[src/rtl/step_decoder.sv]
// Stepper-motor phase decoder.
// Watches the phase drive pattern applied to a 4-phase stepper and tracks
// the shaft position. Legal forward/reverse phase transitions adjust pos.
// An opposite-phase jump or a multi-hot drive code latches a sticky fault.
// A stall flag rises when no step has been counted for STALL_CYC cycles.
module step_decoder #(
  parameter int POS_W     = 8,
  parameter int STALL_CYC = 16
) (
  input  logic             drv_clk,
  input  logic             reset,
  input  logic [3:0]       phase_in,
  input  logic             clr_pos,
  input  logic [POS_W-1:0] target,
  output logic [POS_W-1:0] pos,
  output logic             dir,
  output logic             step,
  output logic             err,
  output logic             stalled,
  output logic             at_target
);

  typedef enum logic [1:0] {
    IDLE  = 2'd0,
    TRACK = 2'd1,
    FAULT = 2'd2
  } state_t;

  // STALL_CYC is limited to 2..255, so an 8-bit counter always suffices.
  localparam logic [7:0] STALL_MAX = 8'(STALL_CYC);

  state_t     state;
  logic [3:0] last_ph;
  logic [7:0] stall_cnt;

  logic       ph_zero;
  logic       ph_onehot;
  logic       ph_multi;
  logic [3:0] fwd_ph;
  logic [3:0] rev_ph;
  logic       is_fwd;
  logic       is_rev;
  logic       is_hold;

  // Classify the incoming phase relative to the last legal phase.
  // Forward order A->B->C->D->A is a left rotate of the one-hot code;
  // reverse order is a right rotate; the opposite phase is a rotate by two.
  assign ph_zero   = (phase_in == 4'b0000);
  assign ph_onehot = $onehot(phase_in);
  assign ph_multi  = !ph_zero && !ph_onehot;
  assign fwd_ph    = {last_ph[2:0], last_ph[3]};
  assign rev_ph    = {last_ph[0], last_ph[3:1]};
  assign is_fwd    = ph_onehot && (phase_in == fwd_ph);
  assign is_rev    = ph_onehot && (phase_in == rev_ph);
  assign is_hold   = ph_zero || (phase_in == last_ph);

  // Status outputs derived straight from registered state.
  assign stalled   = (state == TRACK) && (stall_cnt == STALL_MAX);
  assign at_target = (pos == target);

  // Decoder FSM: reset beats clear, clear beats any step on the same edge.
  // NOTE: all state here uses non-blocking assignments so every register
  // samples the pre-edge values; blocking would create ordering races.
  always_ff @(posedge drv_clk) begin
    if (reset) begin
      state     <= IDLE;
      last_ph   <= 4'b0000;
      pos       <= '0;
      dir       <= 1'b0;
      step      <= 1'b0;
      err       <= 1'b0;
      stall_cnt <= 8'd0;
    end else if (clr_pos) begin
      state     <= IDLE;
      last_ph   <= 4'b0000;
      pos       <= '0;
      step      <= 1'b0;
      err       <= 1'b0;
      stall_cnt <= 8'd0;
    end else begin
      step <= 1'b0;
      case (state)
        IDLE: begin
          stall_cnt <= 8'd0;
          if (ph_multi) begin
            err   <= 1'b1;
            state <= FAULT;
          end else if (ph_onehot) begin
            last_ph <= phase_in;
            state   <= TRACK;
          end
        end
        TRACK: begin
          if (is_fwd) begin
            pos       <= pos + POS_W'(1);
            dir       <= 1'b1;
            step      <= 1'b1;
            last_ph   <= phase_in;
            stall_cnt <= 8'd0;
          end else if (is_rev) begin
            pos       <= pos - POS_W'(1);
            dir       <= 1'b0;
            step      <= 1'b1;
            last_ph   <= phase_in;
            stall_cnt <= 8'd0;
          end else if (is_hold) begin
            if (stall_cnt != STALL_MAX) begin
              stall_cnt <= stall_cnt + 8'd1;
            end
          end else begin
            // Opposite-phase jump or multi-hot drive: lost synchronisation.
            err       <= 1'b1;
            stall_cnt <= 8'd0;
            state     <= FAULT;
          end
        end
        FAULT: begin
          stall_cnt <= 8'd0;
        end
        default: begin
          state <= IDLE;
        end
      endcase
    end
  end

endmodule
[config.mk]
export PLATFORM = sky130hd
export DESIGN_NAME = step_decoder
export DESIGN_NICKNAME = d
export VERILOG_FILES = /design/src/rtl/step_decoder.sv
export SDC_FILE = /design/constraint.sdc
export NUM_CORES = 1
export LEC_CHECK = 0
export BUFFER_PORTS_ARGS = -buffer_cell sky130_fd_sc_hd__clkbuf_2
export CORE_ASPECT_RATIO = 0.5
export CORE_UTILIZATION = 47
export CTS_CLUSTER_DIAMETER = 80
export DETAILED_ROUTE_END_ITERATION = 10
export GPL_ROUTABILITY_DRIVEN = 1
export PLACE_DENSITY_LB_ADDON = 0.1
export SYNTH_ARGS = -nofsm -noshare
export SYNTH_HDL_FRONTEND = slang
export SYNTH_SLANG_ARGS = --single-unit
[constraint.sdc]
create_clock -name drv_clk -period 4.68 [get_ports drv_clk]
set_input_delay 0.468 -clock drv_clk [delete_from_list [all_inputs] [get_ports drv_clk]]
set_output_delay 0.468 -clock drv_clk [all_outputs]
set_load 0.1 [all_outputs]
**Yosys cells after proc, flatten, opt, wreduce, memory -nomap -nowiden**

Cells that the tools add are included.

- Bits in registers: 25
- Logic and storage cells: 82

- $add $sub $neg: 6
- Equal/unequal tests: 18
- Muxes and demuxes: 27
- Bitwise logic cells: 3
- Reductions and logical operators: 21

Operators with widths:

| kind | count |
|---|---|
| two-way mux 8 bit | 6 |
| adder 8 x 1 -> 8 bit, second input constant | 2 |
| two-way mux 4 bit | 4 |
| one-hot mux 8 bit (2 select lines) | 1 |
| == test 4 bit | 3 |
| inequality test 2 bit, second input constant | 6 |
| two-way mux 2 bit | 5 |
| AND reduction 5 bit | 2 |
| == test 8 x 5 -> 1 bit, second input constant | 1 |
| == test 8 bit | 1 |
| two-way mux 1 bit | 8 |
| inequality test 8 x 5 -> 1 bit, second input constant | 1 |
| one-hot mux 4 bit (2 select lines) | 1 |
| subtractor 8 x 1 -> 8 bit, second input constant | 1 |
| inequality test 3 bit, second input constant | 2 |
| one-hot mux 2 bit (3 select lines) | 1 |
| nonzero test 2 bit | 3 |
| inequality test 5 x 4 -> 1 bit, second input constant | 1 |
| adder 1 x 1 -> 2 bit | 2 |
| logical AND 1 bit | 4 |
| zero test 4 bit | 1 |
| AND reduction 2 bit | 2 |
| AND reduction 4 bit | 1 |
| OR reduction 2 bit | 2 |
| 11 further kinds | 14 |

**Logic depth before layout (Yosys ltp)**

- Depth in word-level cells: 7
- Depth in mapped cells: 14
- Gate-level depth less buffers: 13

**Worst setup path before layout**

Ideal clock, no wire load.

- Path kind: input-to-reg
- Start: input phase_in[0]
- End: register pos[7]
- Setup time: 0.072 ns
- Arrival time: 3.447 ns
- Required time: 4.608 ns
- Setup slack: 1.161 ns
- Stages on the path: 14
- Buffers on the path: 1
- Cell sequence: buf_4 -> inv_1 -> fa_1 -> inv_1 -> ha_1 -> ha_1 -> nor3b_2 -> nand2_1 -> ha_1 -> a21oi_1 -> o2111ai_1 -> a21o_1 -> a21oi_1 -> mux2i_1

- Longest elaborated chain between the ends: 6
- Elaborated cells on any way between the ends: 10
- Those cells by class: 2 x add/sub; 3 x eq/ne; 1 x mux; 4 x reduce/logical

Ends and longest elaborated chain:

| item | line | RTL |
|---|---|---|
| start: declaration | 12 | `input logic [3:0] phase_in,` |
| adder 1 x 1 -> 2 bit (implied by the code) | 49 | `assign ph_onehot = $onehot(phase_in);` |
| adder 2 x 2 -> 3 bit (implied by the code) | 49 |  |
| == test 3 x 1 -> 1 bit | 49 |  |
| logical AND 1 bit (on tied branches) | 53, 54 |  |
| nonzero test 2 bit (no source line) | - |  |
| AND reduction 2 bit (no source line) | - |  |
| end signal: assignment | 95 | `pos <= pos + POS_W'(1);` |
| end signal: assignment | 101 | `pos <= pos - POS_W'(1);` |
| end: declaration | 15 | `output logic [POS_W-1:0] pos,` |

Parallel ways exist; a longest one is shown, timed or not.
A chain may end at the register's enable or synchronous reset.

**Worst setup path in the final report**

Same ends and word-level chain as after synthesis.

==> impl_metrics.json <==
{
  "cts_hold_buffers": 0,
  "synth.yosys.seq_area_share_pct": 26.0,
  "clk_latency_ns": 0.27,
  "switching_share_pct": 29.6,
  "synthCells": 230,
  "gr-usage-all-layers_pct": 19.4,
  "powerDensity_mw_per_mm2": 210,
  "die_area_mm2": 0.00437,
  "cp_max_fo": 8,
  "power_frac_seq_pct": 50.7,
  "multi_input_area_mm2": 0.00129,
  "vias_per_cell": 5.68,
  "ff_latch_area_um2": 500,
  "area_of_the_core_region_mm2": 0.00390,
  "cp_cell_sequence": "clkbuf_2, inv_1, fa_1, inv_1, ha_1, ha_1, nor3b_2, nand2_1, ha_1, a21oi_1, o2111ai_1, a21o_1, a21oi_1, mux2i_1",
  "syn_area_mm2": 0.00192,
  "max-vdd-ir-drop_uv": 92.3,
  "floorplan_die_width_um": 92.5,
  "achievable-frequency_ghz": 0.276,
  "drt-pass1-iter-count": 4,
  "clock-skew-final_ns": 0.00396,
  "netlist-cell-type-count": 55,
  "cts_resizes": 0,
  "synth.net_count": 258,
  "initial_utilization_pct": 49.3,
  "critical_path.top_delay_family": "adder cells",
  "global_route_congestion_overflow_total": 0,
  "post_cts_buffers": 0,
  "cpMaxStageDelayCell": "sky130_fd_sc_hd__fa_1",
  "drt-wirelength-per-cell_um": 13.2,
  "power_switching_uw": 130,
  "run_status": "finished clean",
  "area_fraction_of_the_dominant_cell_type_after_synthesis_pct": 26.0,
  "critical_path_buf_inv_count": 3,
  "synth.yosys.warnings": 0,
  "start_kind": "input pin",
  "detail_route.drc_violations": 0,
  "critPathCaptureType": "register",
  "finalWeightedCongestion": 0.869,
  "diodes": 0,
  "tns_ns": 0,
  "clock_share_of_power_pct": 29.6,
  "final-setup-viol-count": 0,
  "power_consumption_uw": 439,
  "worst-slew-pin-transition_ns": 0.684,
  "io_buffer_count": 27,
  "cts_num_sinks": 25,
  "drive_above_1_share_pct": 19.6,
  "finish.net_count": 279,
  "power_report.internal_total_uw": 309,
  "post-route-period-util_pct": 77.4,
  "crit_type": "input pin to register",
  "row_count": 16,
  "drt.antenna.violating_nets": 0,
  "vias": 1728,
  "final.min_clock_period_ns": 3.62,
  "report.final.slew_viol_count": 0,
  "grt_first_pass_wirelength_mm": 6.69,
  "post_synth_main_area_contributors": "sky130_fd_sc_hd__dfxtp_1, sky130_fd_sc_hd__xnor2_1, sky130_fd_sc_hd__ha_1, sky130_fd_sc_hd__nand3_1, sky130_fd_sc_hd__nand4_1",
  "hold_viol": 0,
  "clockRootBuffer": "sky130_fd_sc_hd__clkbuf_8",
  "average_cell_area_after_synthesis_um2": 8.37,
  "timing.critical_path.depth": 14,
  "clk_pin_slew_ns": 0.09,
  "detailedPlacementHpwl_mm": 3.13,
  "worstPathRequired_ns": 4.89,
  "clock_tree.buffer_depth": 2,
  "grt_pass1_vias": 1514,
  "drv.max_cap_violation_count": 0,
  "area_growth_syn_to_layout_pct": 8.65,
  "cpMostUsedCell": "sky130_fd_sc_hd__ha_1",
  "detail_route.wirelength_mm": 4.03,
  "grt_start_max_net_pins": 18,
  "postSynthRegisterBits": 25,
  "cts_max_level": 1,
  "cts_made_buffers": 3,
  "ff2ff_path_depth": 9,
  "antenna_found_initial": 0,
  "tritoncts": "yes",
  "io_pins": 28,
  "die_h_um": 47.2,
  "yosys.area.top_type": "sky130_fd_sc_hd__dfxtp_1",
  "slew_headroom_pct": 54.4,
  "fillers": 379,
  "min_delay_path_depth": 2,
  "drt_iter0_drc": 77,
  "share_comb_of_total_power_pct": 19.7,
  "power.static_leakage_nw": 0.855,
  "crit_arrival_ns": 3.83,
  "rsz0062_at_grt": "no",
  "worst_hold_path_type": "input pin to register",
  "timing.critical_path.slowest_cell_delay_ns": 0.53
}
-- metrics by stage --
| step | util (%) | area (um^2) | setup WS [ns] | instances | hold WS (ns) |
|---|---|---|---|---|---|
| after global routing | 53.6 | 2090 | 0.750 | 304 | 0.386 |
| final | 53.6 | 2090 | 1.06 | 304 | 0.391 |
| after CTS | 53.6 | 2090 | 1.07 | 304 | 0.387 |
| after global placement | 52.4 | 2040 | 0.915 | 300 | 0.437 |
| after floorplan | - | 1920 | 1.16 | 230 | 0.470 |
| after detailed placement | 52.4 | 2040 | 0.763 | 300 | 0.457 |
-- cell usage in the layout, fill, tap and decap left out, types with 3 or more instances in the layout --
master and n:
sky130_fd_sc_hd__o21ai_0 7, sky130_fd_sc_hd__mux2i_1 7, sky130_fd_sc_hd__a21oi_1 8, sky130_fd_sc_hd__nor2_1 18
sky130_fd_sc_hd__or3_1 3, sky130_fd_sc_hd__ha_1 11, sky130_fd_sc_hd__nand4_1 14, sky130_fd_sc_hd__inv_1 14
sky130_fd_sc_hd__nor3_1 6, sky130_fd_sc_hd__nand3_1 18, sky130_fd_sc_hd__xor2_1 7, sky130_fd_sc_hd__clkbuf_8 3
sky130_fd_sc_hd__nand2_1 18, sky130_fd_sc_hd__a31oi_1 3, sky130_fd_sc_hd__dfxtp_1 25, sky130_fd_sc_hd__nor2b_1 3
sky130_fd_sc_hd__clkbuf_2 27, sky130_fd_sc_hd__xnor2_1 17
-- cell type report --
| class | count | area share, % |
|---|---|---|
| Clock buffer | 3 | 1.97 |
| Clock inverter | 1 | 0.239 |
| Inverter | 14 | 2.51 |
| Multi-Input combinational cell | 180 | 61.6 |
| Sequential cell | 25 | 23.9 |
| Tap cell | 54 | 3.23 |
| Timing Repair Buffer | 27 | 6.46 |
-- power groups by stage --
stage               Combinational [mW]  Sequential [mW]  Clock [mW]
CTS                             0.0868            0.223       0.134
global route                    0.0963            0.224       0.143
finish                          0.0864            0.223       0.130
detailed placement              0.0866            0.228           0
global placement                0.0847            0.228           0
floorplan                       0.0664            0.233           0
-- synth_stat cells (all sizes together) --
cell     count
o21bai       2
and3         1
a21o         1
nand4bb      1
inv         14
mux2         1
o21a         1
a31o         1
o2111ai      2
nor3         6
fa           2
or3          3
xor2         7
o21ai        9
or2          2
o221ai       2
nor4         3
o211ai       3
nor3b        2
ha          11
o41a         1
dfxtp       25
mux2i        7
and4         2
or3b         2
or2b         1
nor2        19
clkbuf       4
a21oi        8
a32oi        1
xnor2       17
o221a        1
nand3       18
a311oi       1
nor2b        3
nand4       14
buf          7
o311ai       1
o41ai        1
nand2       19
a31oi        3
and2         1
-- worst register-to-register path: stages (launching register included) --
cell	delay [ns]
sky130_fd_sc_hd__dfxtp_1	0.37
sky130_fd_sc_hd__xnor2_1	0.24
sky130_fd_sc_hd__and4_1	0.39
sky130_fd_sc_hd__nand2_1	0.28
sky130_fd_sc_hd__ha_1	0.37
sky130_fd_sc_hd__a21oi_1	0.26
sky130_fd_sc_hd__o2111ai_1	0.19
sky130_fd_sc_hd__a21o_1	0.18
sky130_fd_sc_hd__a21oi_1	0.18
sky130_fd_sc_hd__mux2i_1	0.19
-- layer usage --
layer	vias to the layer above	share of wire [%]	global-route usage [%]
li1	871	-	-
met1	824	49	24.7
met2	31	47	36.0
met3	2	4.2	4.21
met4	0	0.17	2.19
met5	-	0	0
-- sequential cells by signal, indices dropped and copies added, names as in the netlist --
| signal | cells |
|---|---|
| dir | 1 |
| err | 1 |
| last_ph | 4 |
| pos | 8 |
| stall_cnt | 8 |
| state | 2 |
| step | 1 |
-- final timing paths --
path	slack, ns	end	from
worst min-delay path	0.39	dir$_SDFFE_PP0P_	reset
worst max-delay path	1.06	pos[7]$_SDFFE_PP0P_	phase_in[0]
worst min register to register	0.47	err$_SDFFE_PP0P_	err$_SDFFE_PP0P_
worst max register to register	1.97	pos[7]$_SDFFE_PP0P_	last_ph[0]$_SDFFE_PP0P_
-- cells by family after synthesis --
group,count (synthesis),synth area share [%]
AND/OR/NAND/NOR,97,27.8
AO/OA/AOI/OAI,38,14.8
buffers and inverters,25,7.02
flip-flops,25,26.0
XOR/XNOR,24,10.9
adder cells (fa/ha/maj),13,9.23
multiplexers,8,4.23
Note: power is estimated with default switching activity, not from simulation.
